===== src/rtl/addsub_serial_if.sv =====
// Handshake and operand/result bundle for the digit-serial adder/subtractor.
interface addsub_serial_if #(
   parameter int WIDTH = 8
);
   logic             start;
   logic             mode;
   logic [WIDTH-1:0] a;
   logic [WIDTH-1:0] b;
   logic             bin;
   logic [WIDTH-1:0] d;
   logic             co;
   logic             ovf;
   logic             busy;
   logic             done;

   modport master (
      output start, mode, a, b, bin,
      input  d, co, ovf, busy, done
   );

   modport slave (
      input  start, mode, a, b, bin,
      output d, co, ovf, busy, done
   );
endinterface


===== src/rtl/addsub_serial.sv =====
// Digit-serial adder/subtractor: one shared DIGIT-bit slice, LSB-first, start/done handshake.
// Optional saturation of d on signed overflow when ADDSUB_SAT_EN is defined.
module addsub_serial #(
   parameter int WIDTH = 8,
   parameter int DIGIT = 2
) (
   input logic           clk,
   input logic           rst,
   addsub_serial_if.slave bus
);
   localparam int N     = WIDTH / DIGIT;
   localparam int CNT_W = (N > 1) ? $clog2(N) : 1;
   localparam logic [CNT_W-1:0] LAST_DIGIT = CNT_W'(N - 1);

   typedef enum logic [1:0] {IDLE, RUN, DONE} state_t;

   state_t           r_state;
   state_t           w_nextState;
   logic [WIDTH-1:0] r_a;
   logic [WIDTH-1:0] r_b;
   logic [WIDTH-1:0] r_sum;
   logic [WIDTH-1:0] r_d;
   logic             r_sub;
   logic             r_carry;
   logic             r_co;
   logic             r_ovf;
   logic [CNT_W-1:0] r_cnt;

   logic             w_accept;
   logic             w_last;
   logic [DIGIT-1:0] w_aDig;
   logic [DIGIT-1:0] w_bDig;
   logic [DIGIT-1:0] w_sumDig;
   logic             w_cOut;
   logic [WIDTH-1:0] w_sumNext;
   logic             w_aMsb;
   logic             w_bMsb;
   logic             w_rMsb;
   logic             w_ovf;
   logic             w_co;
   logic [WIDTH-1:0] w_dNext;

   assign w_accept = (r_state != RUN) && bus.start;
   assign w_last   = (r_cnt == LAST_DIGIT);

   always_ff @(posedge clk) begin
      if (rst) begin
         r_state <= IDLE;
      end else begin
         r_state <= w_nextState;
      end
   end

   always_comb begin
      w_nextState = r_state;
      case (r_state)
         IDLE:    if (bus.start) w_nextState = RUN;
         RUN:     if (w_last) w_nextState = DONE;
         DONE:    w_nextState = bus.start ? RUN : IDLE;
         default: w_nextState = IDLE;
      endcase
   end

   always_comb begin
      bus.busy = (r_state == RUN);
      bus.done = (r_state == DONE);
      bus.d    = r_d;
      bus.co   = r_co;
      bus.ovf  = r_ovf;
   end

   // Operands shift right one digit per cycle, so the slice always sees bit 0 upward;
   // on the last digit, bit DIGIT-1 of each operand register is the original MSB.
   always_comb begin
      w_aDig = r_a[DIGIT-1:0];
      w_bDig = r_sub ? ~r_b[DIGIT-1:0] : r_b[DIGIT-1:0];
      {w_cOut, w_sumDig} = {1'b0, w_aDig} + {1'b0, w_bDig} + {{DIGIT{1'b0}}, r_carry};
      w_sumNext = (r_sum >> DIGIT) | (WIDTH'(w_sumDig) << (WIDTH - DIGIT));
      w_aMsb    = r_a[DIGIT-1];
      w_bMsb    = r_b[DIGIT-1];
      w_rMsb    = w_sumNext[WIDTH-1];
      w_ovf     = r_sub ? ((w_aMsb != w_bMsb) && (w_rMsb != w_aMsb))
                        : ((w_aMsb == w_bMsb) && (w_rMsb != w_aMsb));
      w_co      = r_sub ? ~w_cOut : w_cOut;
   end

`ifdef ADDSUB_SAT_EN
   localparam logic [WIDTH-1:0] MAX_POS = {1'b0, {(WIDTH-1){1'b1}}};
   localparam logic [WIDTH-1:0] MIN_NEG = {1'b1, {(WIDTH-1){1'b0}}};

   always_comb begin
      w_dNext = w_sumNext;
      if (w_ovf) w_dNext = w_aMsb ? MIN_NEG : MAX_POS;
   end
`else
   assign w_dNext = w_sumNext;
`endif

   always_ff @(posedge clk) begin
      if (rst) begin
         r_a     <= '0;
         r_b     <= '0;
         r_sum   <= '0;
         r_sub   <= 1'b0;
         r_carry <= 1'b0;
         r_cnt   <= '0;
         r_d     <= '0;
         r_co    <= 1'b0;
         r_ovf   <= 1'b0;
      end else if (w_accept) begin
         r_a     <= bus.a;
         r_b     <= bus.b;
         r_sum   <= '0;
         r_sub   <= bus.mode;
         r_carry <= bus.mode ? ~bus.bin : bus.bin;
         r_cnt   <= '0;
      end else if (r_state == RUN) begin
         r_a     <= r_a >> DIGIT;
         r_b     <= r_b >> DIGIT;
         r_sum   <= w_sumNext;
         r_carry <= w_cOut;
         r_cnt   <= r_cnt + 1'b1;
         if (w_last) begin
            r_d   <= w_dNext;
            r_co  <= w_co;
            r_ovf <= w_ovf;
         end
      end
   end
endmodule


===== src/flat_wrapper.sv =====
// flat-port wrapper written by rule: the top's interface ports become plain ports
module addsub_serial_flat 
#(
   parameter int WIDTH = 8,
   parameter int DIGIT = 2
)
  (clk, rst, bus_start, bus_mode, bus_a, bus_b, bus_bin, bus_d, bus_co, bus_ovf, bus_busy, bus_done);
  addsub_serial_if #(.WIDTH(WIDTH)) bus_i ();
  input logic clk;
  input logic rst;
  input wire logic [$bits(bus_i.start)-1:0] bus_start;
  input wire logic [$bits(bus_i.mode)-1:0] bus_mode;
  input wire logic [$bits(bus_i.a)-1:0] bus_a;
  input wire logic [$bits(bus_i.b)-1:0] bus_b;
  input wire logic [$bits(bus_i.bin)-1:0] bus_bin;
  output wire logic [$bits(bus_i.d)-1:0] bus_d;
  output wire logic [$bits(bus_i.co)-1:0] bus_co;
  output wire logic [$bits(bus_i.ovf)-1:0] bus_ovf;
  output wire logic [$bits(bus_i.busy)-1:0] bus_busy;
  output wire logic [$bits(bus_i.done)-1:0] bus_done;
  assign bus_i.start = bus_start;
  assign bus_i.mode = bus_mode;
  assign bus_i.a = bus_a;
  assign bus_i.b = bus_b;
  assign bus_i.bin = bus_bin;
  assign bus_d = bus_i.d;
  assign bus_co = bus_i.co;
  assign bus_ovf = bus_i.ovf;
  assign bus_busy = bus_i.busy;
  assign bus_done = bus_i.done;
  addsub_serial #(.WIDTH(WIDTH), .DIGIT(DIGIT)) u_core (.clk(clk), .rst(rst), .bus(bus_i));
endmodule

===== config.mk =====
export PLATFORM = sky130hd
export DESIGN_NAME = addsub_serial_flat
export DESIGN_NICKNAME = d
export VERILOG_FILES = /design/src/rtl/addsub_serial_if.sv /design/src/rtl/addsub_serial.sv /design/src/flat_wrapper.sv
export SDC_FILE = /design/constraint.sdc
export NUM_CORES = 1
export LEC_CHECK = 0
export ABC_AREA = 1
export CORE_ASPECT_RATIO = 0.8
export CORE_UTILIZATION = 37
export CTS_BUF_LIST = sky130_fd_sc_hd__clkbuf_8
export DETAILED_ROUTE_END_ITERATION = 10
export MAX_ROUTING_LAYER = met4
export PLACE_DENSITY = 0.56
export SYNTH_ARGS = -nofsm -noshare
export SYNTH_HDL_FRONTEND = slang
export SYNTH_SLANG_ARGS = --single-unit

===== constraint.sdc =====
create_clock -name clk -period 4.28 [get_ports clk]
set_input_delay 1.284 -clock clk [delete_from_list [all_inputs] [get_ports clk]]
set_output_delay 1.284 -clock clk [all_outputs]
set_load 0.01 [all_outputs]

==> impl_metrics.py, run 1 <==
metrics = {
    "run_status": {
        "status": "completed",
    },
    "drt": {
        "drtIter0Drc": 140,
        "drc_errors": 0,
        "routedWlPerCell_um": 11.45,
        "vias": 1450,
        "dr.pass1.iters": 4,
        "drt-total-wl_um": 3642,
        "viasPerCell": 4.560,
        "ant_nets": 0,
    },
    "layout": {
        "num_antenna_cells": 0,
        "layout.nets": 284,
        "area_delta_synth_final_pct": 27.72,
        "layout-drive-gt1-share_pct": 5.747,
        "final_cell_mix": "68 x nand2_1, 45 x nand3_1, 38 x dfxtp_1, 32 x clkdlybuf4s50_1, 24 x inv_1",
        "final_common_cell": "nand2_1",
        "stdcell_area_sq_mm": 0.002156,
    },
    "power_and_ir_drop": {
        "powerDensity_mw_per_mm2": 396.2,
        "seqPwrFrac_pct": 44.2,
        "power.leakage_nw": 0.9820,
        "p_sw_share_pct": 22.96,
        "power.switching_uw": 196.1,
        "p_total_uw": 854.1,
        "clkPwrFrac_pct": 44.4,
        "p_int_uw": 658.0,
        "ir_worst_vdd_mv": 0.2728,
        "power_frac_comb_pct": 11.4,
    },
    "cts": {
        "cts_tree": "done",
        "post_cts_buffers": 0,
        "cts.clk_slew.worst_paths_ns": 0.08,
        "cts_root_buf": "clkbuf_8",
        "cts_hold_buf": 0,
        "h-tree-depth": 2,
        "insertion_delay_ns": 0.29,
        "cts_buffers": 5,
        "cts.sinks": 38,
        "cts_resized": 0,
        "cts_buffer_depth": 2,
    },
    "worst_setup_path": {
        "reg2regPathDepth": 9,
        "reg2reg_to": "u_core.bus.ovf",
        "r2r_slack_ns": 2.33,
        "cp.arrival_ns": 1.87,
        "required_ns": 3.00,
        "end_kind": "output pin",
        "crit_type": "reg2out",
        "startpoint_type": "flip-flop",
        "crit_fanout": 24,
        "r2r-start": "u_core.r_sub",
    },
    "global_routing": {
        "grtUsageTotal_pct": 17.75,
        "grt_use_met2_pct": 23.34,
        "grt_pass1_wl_um": 6444,
        "first_global_vias": 1369,
        "grt_use_met3_pct": 5.693,
        "use_met1_pct": 25.64,
        "antenna_found_initial": 0,
        "busiest_layer": "met1",
        "grt_max_degree": 36,
        "gr-total-overflow": 0,
    },
    "synth": {
        "yosys_register_bits": 38,
        "synth.area.mux_share_pct": 0,
        "netlist_area_sq_mm": 0.001688,
        "syn_area_per_cell_sq_um": 7.307,
        "syn_inst": 231,
        "synth.distinct_cells": 21,
        "ys_seq_area_share_pct": 45.07,
        "syn_nets": 255,
        "synthSimpleGateAreaFrac_pct": 33.95,
        "synth-compound-area-share_pct": 5.856,
        "synth-xor-area-share_pct": 2.076,
        "synth_top_family_by_area": "simple AND/OR/NAND/NOR gates",
        "yosys.area_share.adder_pct": 3.113,
        "ys_warn_count": 0,
    },
    "placed_design": {
        "hpwl_um": 2469,
        "post_dp_cell_area_sq_mm": 0.002013,
        "portBuffers": 32,
        "place_ws_ns": 1.340,
        "gp_congestion": 0.7486,
    },
    "min_path": {
        "min-delay-start": "u_core.r_sum[6]",
        "min_path_type": "reg2reg",
        "hold_path_depth": 2,
        "worstHoldEndpoint": "u_core.bus.d[4]",
    },
    "sta": {
        "rsz0062_at_grt": "false",
        "setup_tns_ns": 0,
        "slew_violations": 0,
        "max_freq_mhz": 317.1,
        "max-slew-margin-rel_pct": 61.99,
        "fin_skew_ns": 0.009470,
        "fin_hold_ws_ns": 0.4681,
        "setup_violations": 0,
        "finalHoldViolations": 0,
        "finalWorstSetupSlack_ns": 1.126,
        "fin_crit_ns": 3.154,
        "period_share_pct": 73.69,
        "tightest_slew_ns": 0.5688,
    },
    "floorplanning": {
        "boundaryPins": 33,
        "die_h_um": 62.41,
        "rows": 21,
        "core_area_sq_mm": 0.004283,
        "die_area_sq_mm": 0.004838,
        "dieWidth_um": 77.52,
        "start_util_pct": 39.41,
    },
    "run": {
        "cap_violations": 0,
    },
}
==> worst max-delay path, stage by stage (launching register included) <==
cell             delay, ns
dfxtp_1               0.41
inv_2                 0.07
nor2_4                0.45
clkdlybuf4s50_1       0.64
==> power groups by stage <==
stage          Sequential [mW]  Combinational [mW]  Clock [mW]
3_3_place_gp             0.386              0.0970           0
3_5_place_dp             0.385              0.0972           0
4_1_cts                  0.377              0.0980       0.384
5_1_grt                  0.379               0.110       0.409
2_1_floorplan            0.383              0.0693           0
6_report                 0.377              0.0973       0.379
==> cell type report <==
class	instances	area, sq um
Fill cell	445	2127
Sequential cell	38	760.7
Multi-Input combinational cell	157	759.5
Timing Repair Buffer	33	327.8
Inverter	25	93.84
Clock buffer	6	82.58
Tap cell	57	71.32
Clock inverter	2	60.06
==> state kept, by name, indices dropped and copies added (netlist names) <==
signal / count
u_core.r_b: 8
u_core.bus.ovf: 1
u_core.bus.co: 1
u_core.r_state: 2
u_core.r_a: 8
u_core.bus.d: 8
u_core.r_carry: 1
u_core.r_sum: 6
u_core.r_cnt: 2
u_core.r_sub: 1
==> kinds of logic (layout without fill, tap and decap cells) <==
kind of cell | count (synthesis) | in the layout
adders and majority gates | 3 | 3
DFF | 38 | 38
and+or+nand+nor | 131 | 131
xor gates and xnor gates | 4 | 4
AOI/OAI and AO/OA | 19 | 19
buffers and inverters | 36 | 66
==> through the flow <==
step                      instances  utilization, %
after floorplan                 231               -
after global placement          310           47.01
after detailed placement        310           47.01
after CTS                       318           50.34
after global routing            318           50.34
final                           318           50.34
==> cell usage after synthesis <==
cell / number / area share, %
a21oi_1: 13 / 3.9
a21oi_2: 1 / 0.52
buf_1: 1 / 0.22
buf_2: 4 / 1.2
buf_4: 3 / 1.3
buf_6: 2 / 1.3
clkbuf_2: 1 / 0.30
dfxtp_1: 38 / 45
fa_1: 2 / 2.4
ha_1: 1 / 0.74
inv_1: 24 / 5.3
inv_2: 1 / 0.22
nand2_1: 68 / 15
nand2_2: 1 / 0.37
nand2_4: 1 / 0.67
nand3_1: 45 / 13
nor2_1: 14 / 3.1
nor2_4: 2 / 1.3
o21ai_0: 5 / 1.5
xnor2_1: 1 / 0.52
xor2_1: 3 / 1.6
==> layer usage <==
metal	routed length, um	part of all wire, %	vias to the layer above
met5	0	0	-
met4	21	0.58	0
met3	208	5.7	2
met2	1464	40	41
met1	1947	53	623
li1	-	-	784
==> worst max path at each step <==
stage | from | slack [ns] | cells past startpoint | to
global route | u_core.r_state[0] | 1.01 | 3 | bus_busy
floorplan | u_core.r_state[0] | 2.25 | 3 | bus_busy
detailed placement | bus_start | 1.34 | 6 | u_core.r_carry
finish | u_core.r_state[0] | 1.13 | 3 | bus_busy
CTS | u_core.r_state[0] | 1.10 | 3 | bus_busy
global placement | bus_start | 1.38 | 6 | u_core.r_carry
Note: power is estimated with default switching activity, not from simulation.
==> inputs of run 2 (changes only) <==
==> constraint.sdc (replaced) <==
create_clock -name clk -period 3.1 [get_ports clk]
set_input_delay 0.93 -clock clk [delete_from_list [all_inputs] [get_ports clk]]
set_output_delay 0.93 -clock clk [all_outputs]
set_load 0.01 [all_outputs]
==> run 2 against run 1 <==
Net effect: flip-flop and latch count is the same; highest routed layer unchanged; hold slack lost 0.0021 ns; core utilization shrank 0.44 points; combinational power grew 41%; sequential share of layout area grew 0.31 points; count of clock-buffer cells in the layout shrank 1; largest cell class unchanged; clock power grew 9.8%; first-iteration DRC count shrank 35%; cell area shrank 0.87%; global-route usage grew 0.11 points; sequential power grew 38%.
==> impl_metrics.py, run 2 (synthesized netlist as in run 1, its figures left out) <==
metrics = {
    "drt": {
        "ant_nets": 0,
        "drtIter0Drc": 91,
        "dr.pass1.iters": 4,
        "drc_errors": 0,
        "vias": 1482,
        "routedWlPerCell_um": 11.33,
        "viasPerCell": 4.631,
        "drt-total-wl_um": 3625,
    },
    "global_routing": {
        "gr-total-overflow": 0,
        "first_global_vias": 1367,
        "grt_pass1_wl_um": 6444,
        "grtUsageTotal_pct": 17.85,
        "grt_max_degree": 36,
        "antenna_found_initial": 0,
    },
    "sta": {
        "slew_violations": 0,
        "tightest_slew_ns": 0.4132,
        "setup_violations": 0,
        "setup_tns_ns": 0,
        "fin_hold_ws_ns": 0.4660,
        "max-slew-margin-rel_pct": 72.42,
        "fin_skew_ns": 0.003130,
        "finalWorstSetupSlack_ns": 0.7784,
        "max_freq_mhz": 430.7,
        "fin_crit_ns": 2.322,
        "finalHoldViolations": 0,
        "period_share_pct": 74.89,
        "rsz0062_at_grt": "false",
    },
    "worst_setup_path": {
        "r2r-start": "u_core.r_sub",
        "crit_slowest_cell": "clkdlybuf4s50_1",
        "path_cells": "inv_2 -> nor2_4 -> clkdlybuf4s50_1",
        "startpoint_type": "flip-flop",
        "timing.critical_path.buf_inv": 2,
        "cp.arrival_ns": 1.39,
        "crit_fanout": 3,
        "end_kind": "output pin",
        "crit_family": "buffers and inverters",
        "cpPeakStageDelay_ns": 0.53,
        "required_ns": 2.17,
        "crit_type": "reg2out",
        "cp-startpoint": "u_core.r_state[0]",
    },
    "run_status": {
        "status": "completed",
    },
    "run": {
        "cap_violations": 0,
    },
    "floorplanning": {
        "start_util_pct": 39.41,
        "boundaryPins": 33,
        "dieWidth_um": 77.52,
        "die_area_sq_mm": 0.004838,
        "core_area_sq_mm": 0.004283,
        "rows": 21,
        "die_h_um": 62.41,
    },
    "layout": {
        "area_delta_synth_final_pct": 26.61,
        "stdcell_area_sq_mm": 0.002137,
        "fillers": 448,
        "final_cell_mix": "68 x nand2_1, 45 x nand3_1, 38 x dfxtp_1, 32 x clkdlybuf4s50_1, 24 x inv_1",
        "final_common_cell": "nand2_1",
        "final_util_pct": 49.90,
        "layout-drive-gt1-share_pct": 6.464,
        "stdcell_count": 320,
        "layout.nets": 286,
        "num_antenna_cells": 0,
    },
    "cts": {
        "h-tree-depth": 2,
        "cts_buffers": 5,
        "cts_hold_buf": 0,
        "cts_buffer_depth": 2,
        "post_cts_buffers": 0,
        "insertion_delay_ns": 0.29,
        "cts_resized": 0,
        "cts_tree": "done",
        "cts.sinks": 38,
        "cts.clk_slew.worst_paths_ns": 0.08,
        "cts_root_buf": "clkbuf_8",
    },
    "power_and_ir_drop": {
        "power.leakage_nw": 0.9784,
        "powerDensity_mw_per_mm2": 502.5,
        "ir_worst_vdd_mv": 0.2443,
        "p_total_mw": 1.074,
    },
    "placed_design": {
        "place_ws_ns": 0.6810,
        "hpwl_um": 2517,
        "gp_congestion": 0.8066,
        "portBuffers": 32,
        "post_dp_cell_area_sq_mm": 0.002028,
        "dp.cells": 312,
    },
    "min_path": {
        "min-delay-start": "u_core.r_sum[3]",
        "min_path_type": "reg2reg",
    },
}
run 2: cell types whose count changed in the layout (fill, tap and decap cells not counted), sizes merged:
cell | before | now
buf | 1 | 3
clkbuf | 6 | 5
bufinv | 2 | 1
clkinv | 0 | 2
run 2: area by class of cell:
class | instances | area, sq um | area share [%]
Timing Repair Buffer | 35 | 342.8 | 16.04
Multi-Input combinational cell | 157 | 759.5 | 35.54
Inverter | 25 | 93.84 | 4.391
Tap cell | 57 | 71.32 | 3.337
Clock inverter | 3 | 40.04 | 1.874
Clock buffer | 5 | 68.82 | 3.220
Sequential cell | 38 | 760.7 | 35.60
run 2: power breakdown:
part / internal (mW) / switching [mW]
Sequential: 0.507 / 0.0139
Clock: 0.237 / 0.179
Combinational: 0.0602 / 0.0772
run 2: per-layer routing:
| metal | vias up | GRT usage (%) | routed length, um |
|---|---|---|---|
| li1 | 789 | - | - |
| met1 | 654 | 25.27 | 1934 |
| met2 | 34 | 23.34 | 1482 |
| met3 | 5 | 6.715 | 169 |
| met4 | 0 | 4.953 | 39 |
| met5 | - | - | 0 |
run 2: tightest hold or removal path: cells and delay by family, from the launching register on:
family	cells	cell delay, ns
AOI/OAI and AO/OA	1	0.05
and+or+nand+nor	1	0.06
DFF	1	0.31
run 2: worst paths after layout:
check / endpoint / slack [ns] / cells past startpoint
worst min-delay path: u_core.r_sum[3] / 0.47 / 2
worst min register to register: u_core.r_sum[3] / 0.47 / 2
worst max register to register: u_core.bus.ovf / 1.16 / 9
worst max-delay path: bus_busy / 0.78 / 3
==> inputs of run 3 (changes only) <==
==> constraint.sdc (replaced) <==
create_clock -name clk -period 2.31 [get_ports clk]
set_input_delay 0.693 -clock clk [delete_from_list [all_inputs] [get_ports clk]]
set_output_delay 0.693 -clock clk [all_outputs]
set_load 0.01 [all_outputs]
==> run 3 against run 2 <==
Net effect: count of clock-buffer cells in the layout stayed put; clock skew rose by 0.0035 ns; cell area fell by 0.47%; via count is 1.2% lower; register-to-register slack lost 0.73 ns; die area is the same; clock power hardly changed; global-route usage shrank 1.2 points.
==> impl_metrics.py, run 3 (synthesized netlist as in run 1, its figures left out) <==
metrics = {
    "placed_design": {
        "post_dp_cell_area_sq_mm": 0.002051,
        "hpwl_um": 2529,
        "gp_congestion": 0.7653,
        "portBuffers": 32,
    },
    "floorplanning": {
        "start_util_pct": 39.41,
        "die_area_sq_mm": 0.004838,
        "rows": 21,
        "core_area_sq_mm": 0.004283,
        "die_h_um": 62.41,
        "boundaryPins": 33,
        "dieWidth_um": 77.52,
    },
    "global_routing": {
        "grt_pass1_wl_um": 6009,
        "grt_max_degree": 36,
        "antenna_found_initial": 0,
        "first_global_vias": 1263,
        "grtUsageTotal_pct": 16.65,
        "gr-total-overflow": 0,
    },
    "sta": {
        "max_freq_mhz": 481.2,
        "finalHoldViolations": 0,
        "rsz0062_at_grt": "false",
        "max-slew-margin-rel_pct": 72.67,
        "tightest_slew_ns": 0.4095,
        "fin_crit_ns": 2.078,
        "slew_violations": 0,
        "fin_skew_ns": 0.006620,
        "setup_tns_ns": 0,
        "setup_violations": 0,
        "period_share_pct": 89.96,
    },
    "worst_setup_path": {
        "required_ns": 1.62,
        "crit_slowest_cell": "clkdlybuf4s50_1",
        "crit_fanout": 2,
        "reg2regPathDepth": 9,
        "path_cells": "inv_1 -> nor2_1 -> clkdlybuf4s50_1",
        "r2r-start": "u_core.r_sub",
        "cp.arrival_ns": 1.39,
        "cpPeakStageDelay_ns": 0.53,
        "r2r_slack_ns": 0.43,
        "startpoint_type": "flip-flop",
        "end_kind": "output pin",
        "crit_type": "reg2out",
        "reg2reg_to": "u_core.bus.ovf",
    },
    "min_path": {
        "worstHoldEndpoint": "u_core.r_b[6]",
        "min_path_type": "reg2reg",
        "min-delay-start": "u_core.r_b[6]",
        "hold_path_depth": 2,
    },
    "power_and_ir_drop": {
        "p_int_uw": 963.0,
        "p_sw_share_pct": 25.82,
        "seqPwrFrac_pct": 53.9,
        "powerDensity_mw_per_mm2": 610.4,
        "ir_worst_vdd_mv": 0.2485,
        "clkPwrFrac_pct": 31.9,
        "power.leakage_nw": 0.9815,
        "power.switching_uw": 335.3,
        "power_frac_comb_pct": 14.3,
    },
    "run_status": {
        "status": "completed",
    },
    "layout": {
        "fillers": 442,
        "final_common_cell": "nand2_1",
        "area_delta_synth_final_pct": 26.02,
        "num_antenna_cells": 0,
        "final_cell_mix": "68 x nand2_1, 45 x nand3_1, 38 x dfxtp_1, 32 x clkdlybuf4s50_1, 26 x inv_1",
        "stdcell_area_sq_mm": 0.002127,
        "regArea_sq_um": 760.7,
        "layout-drive-gt1-share_pct": 6.415,
        "layout.nets": 289,
        "multiInputGateArea_sq_um": 759.5,
    },
    "drt": {
        "met1_length_um": 2021,
        "vias": 1464,
        "dr_wl_met3_um": 137,
        "dr.pass1.iters": 4,
        "viasPerCell": 4.547,
        "met2_length_um": 1330,
        "routedWlPerCell_um": 10.98,
        "drt-total-wl_um": 3534,
        "drtIter0Drc": 77,
        "ant_nets": 0,
        "drc_errors": 0,
        "top_layer": "met4",
    },
    "cts": {
        "cts_buffers": 5,
        "post_cts_buffers": 0,
        "cts_root_buf": "clkbuf_8",
        "cts_buffer_depth": 2,
        "cts_tree": "done",
        "insertion_delay_ns": 0.29,
        "cts.clk_slew.worst_paths_ns": 0.07,
        "cts_resized": 0,
        "h-tree-depth": 2,
        "cts.sinks": 38,
        "cts_hold_buf": 0,
    },
    "run": {
        "cap_violations": 0,
    },
}
## run 3: changes by cell type in the layout (fill, tap and decap cells not counted)
cell / delta
buf_4: +3
bufinv_16: -1
inv_1: +2
clkinv_2: -2
## run 3: routing by layer
metal | vias to the layer above | track usage (%)
li1 | 795 | -
met1 | 640 | 24.45
met2 | 23 | 21.02
met3 | 6 | 5.255
met4 | 0 | 5.660
met5 | - | -
## run 3: final cells by class
class | count | area share [%]
clock buffers | 5 | 3.235
clock inverters | 2 | 0.3529
inverters | 25 | 4.412
multi-input cells | 157 | 35.71
flip-flops and latches | 38 | 35.76
well taps | 57 | 3.353
repair buffers | 38 | 17.18
## run 3: critical path, delay by kind of cell (launching register included)
kind                   cells  cell delay [ns]
AND/OR/NAND/NOR            1             0.09
flip-flops                 1             0.38
buffers and inverters      2             0.63
## run 3: per-stage QoR
stage	util, %	hold WS (ns)	total power [mW]	cells	worst slack, ns
floorplan	-	0.4394	0.8382	231	0.5358
global placement	47.88	0.4525	0.9023	315	0.3574
detailed placement	47.88	0.4557	0.9013	315	0.3756
CTS	49.66	0.4681	1.316	322	0.2263
global route	49.66	0.4884	1.374	322	0.1322
finish	49.66	0.4665	1.298	322	0.2318
## run 3: power by group through the flow
stage	Sequential, mW	Clock (mW)	Combinational, mW
after detailed placement	0.714	0	0.187
final	0.699	0.414	0.185
after global routing	0.701	0.462	0.210
after global placement	0.714	0	0.188
after CTS	0.699	0.429	0.188
after floorplan	0.710	0	0.128
## run 3: worst max-delay path by stage
| stage | from | to | slack, ns | cells after the start |
|---|---|---|---|---|
| 4_1_cts | u_core.r_state[1] | bus_done | 0.23 | 3 |
| 2_1_floorplan | u_core.r_sub | u_core.bus.ovf | 0.54 | 9 |
| 3_5_place_dp | bus_start | u_core.r_a[5] | 0.38 | 6 |
| 3_3_place_gp | bus_start | u_core.r_a[5] | 0.36 | 6 |
| 5_1_grt | u_core.r_state[1] | bus_done | 0.13 | 3 |
| 6_report | u_core.r_state[1] | bus_done | 0.23 | 3 |
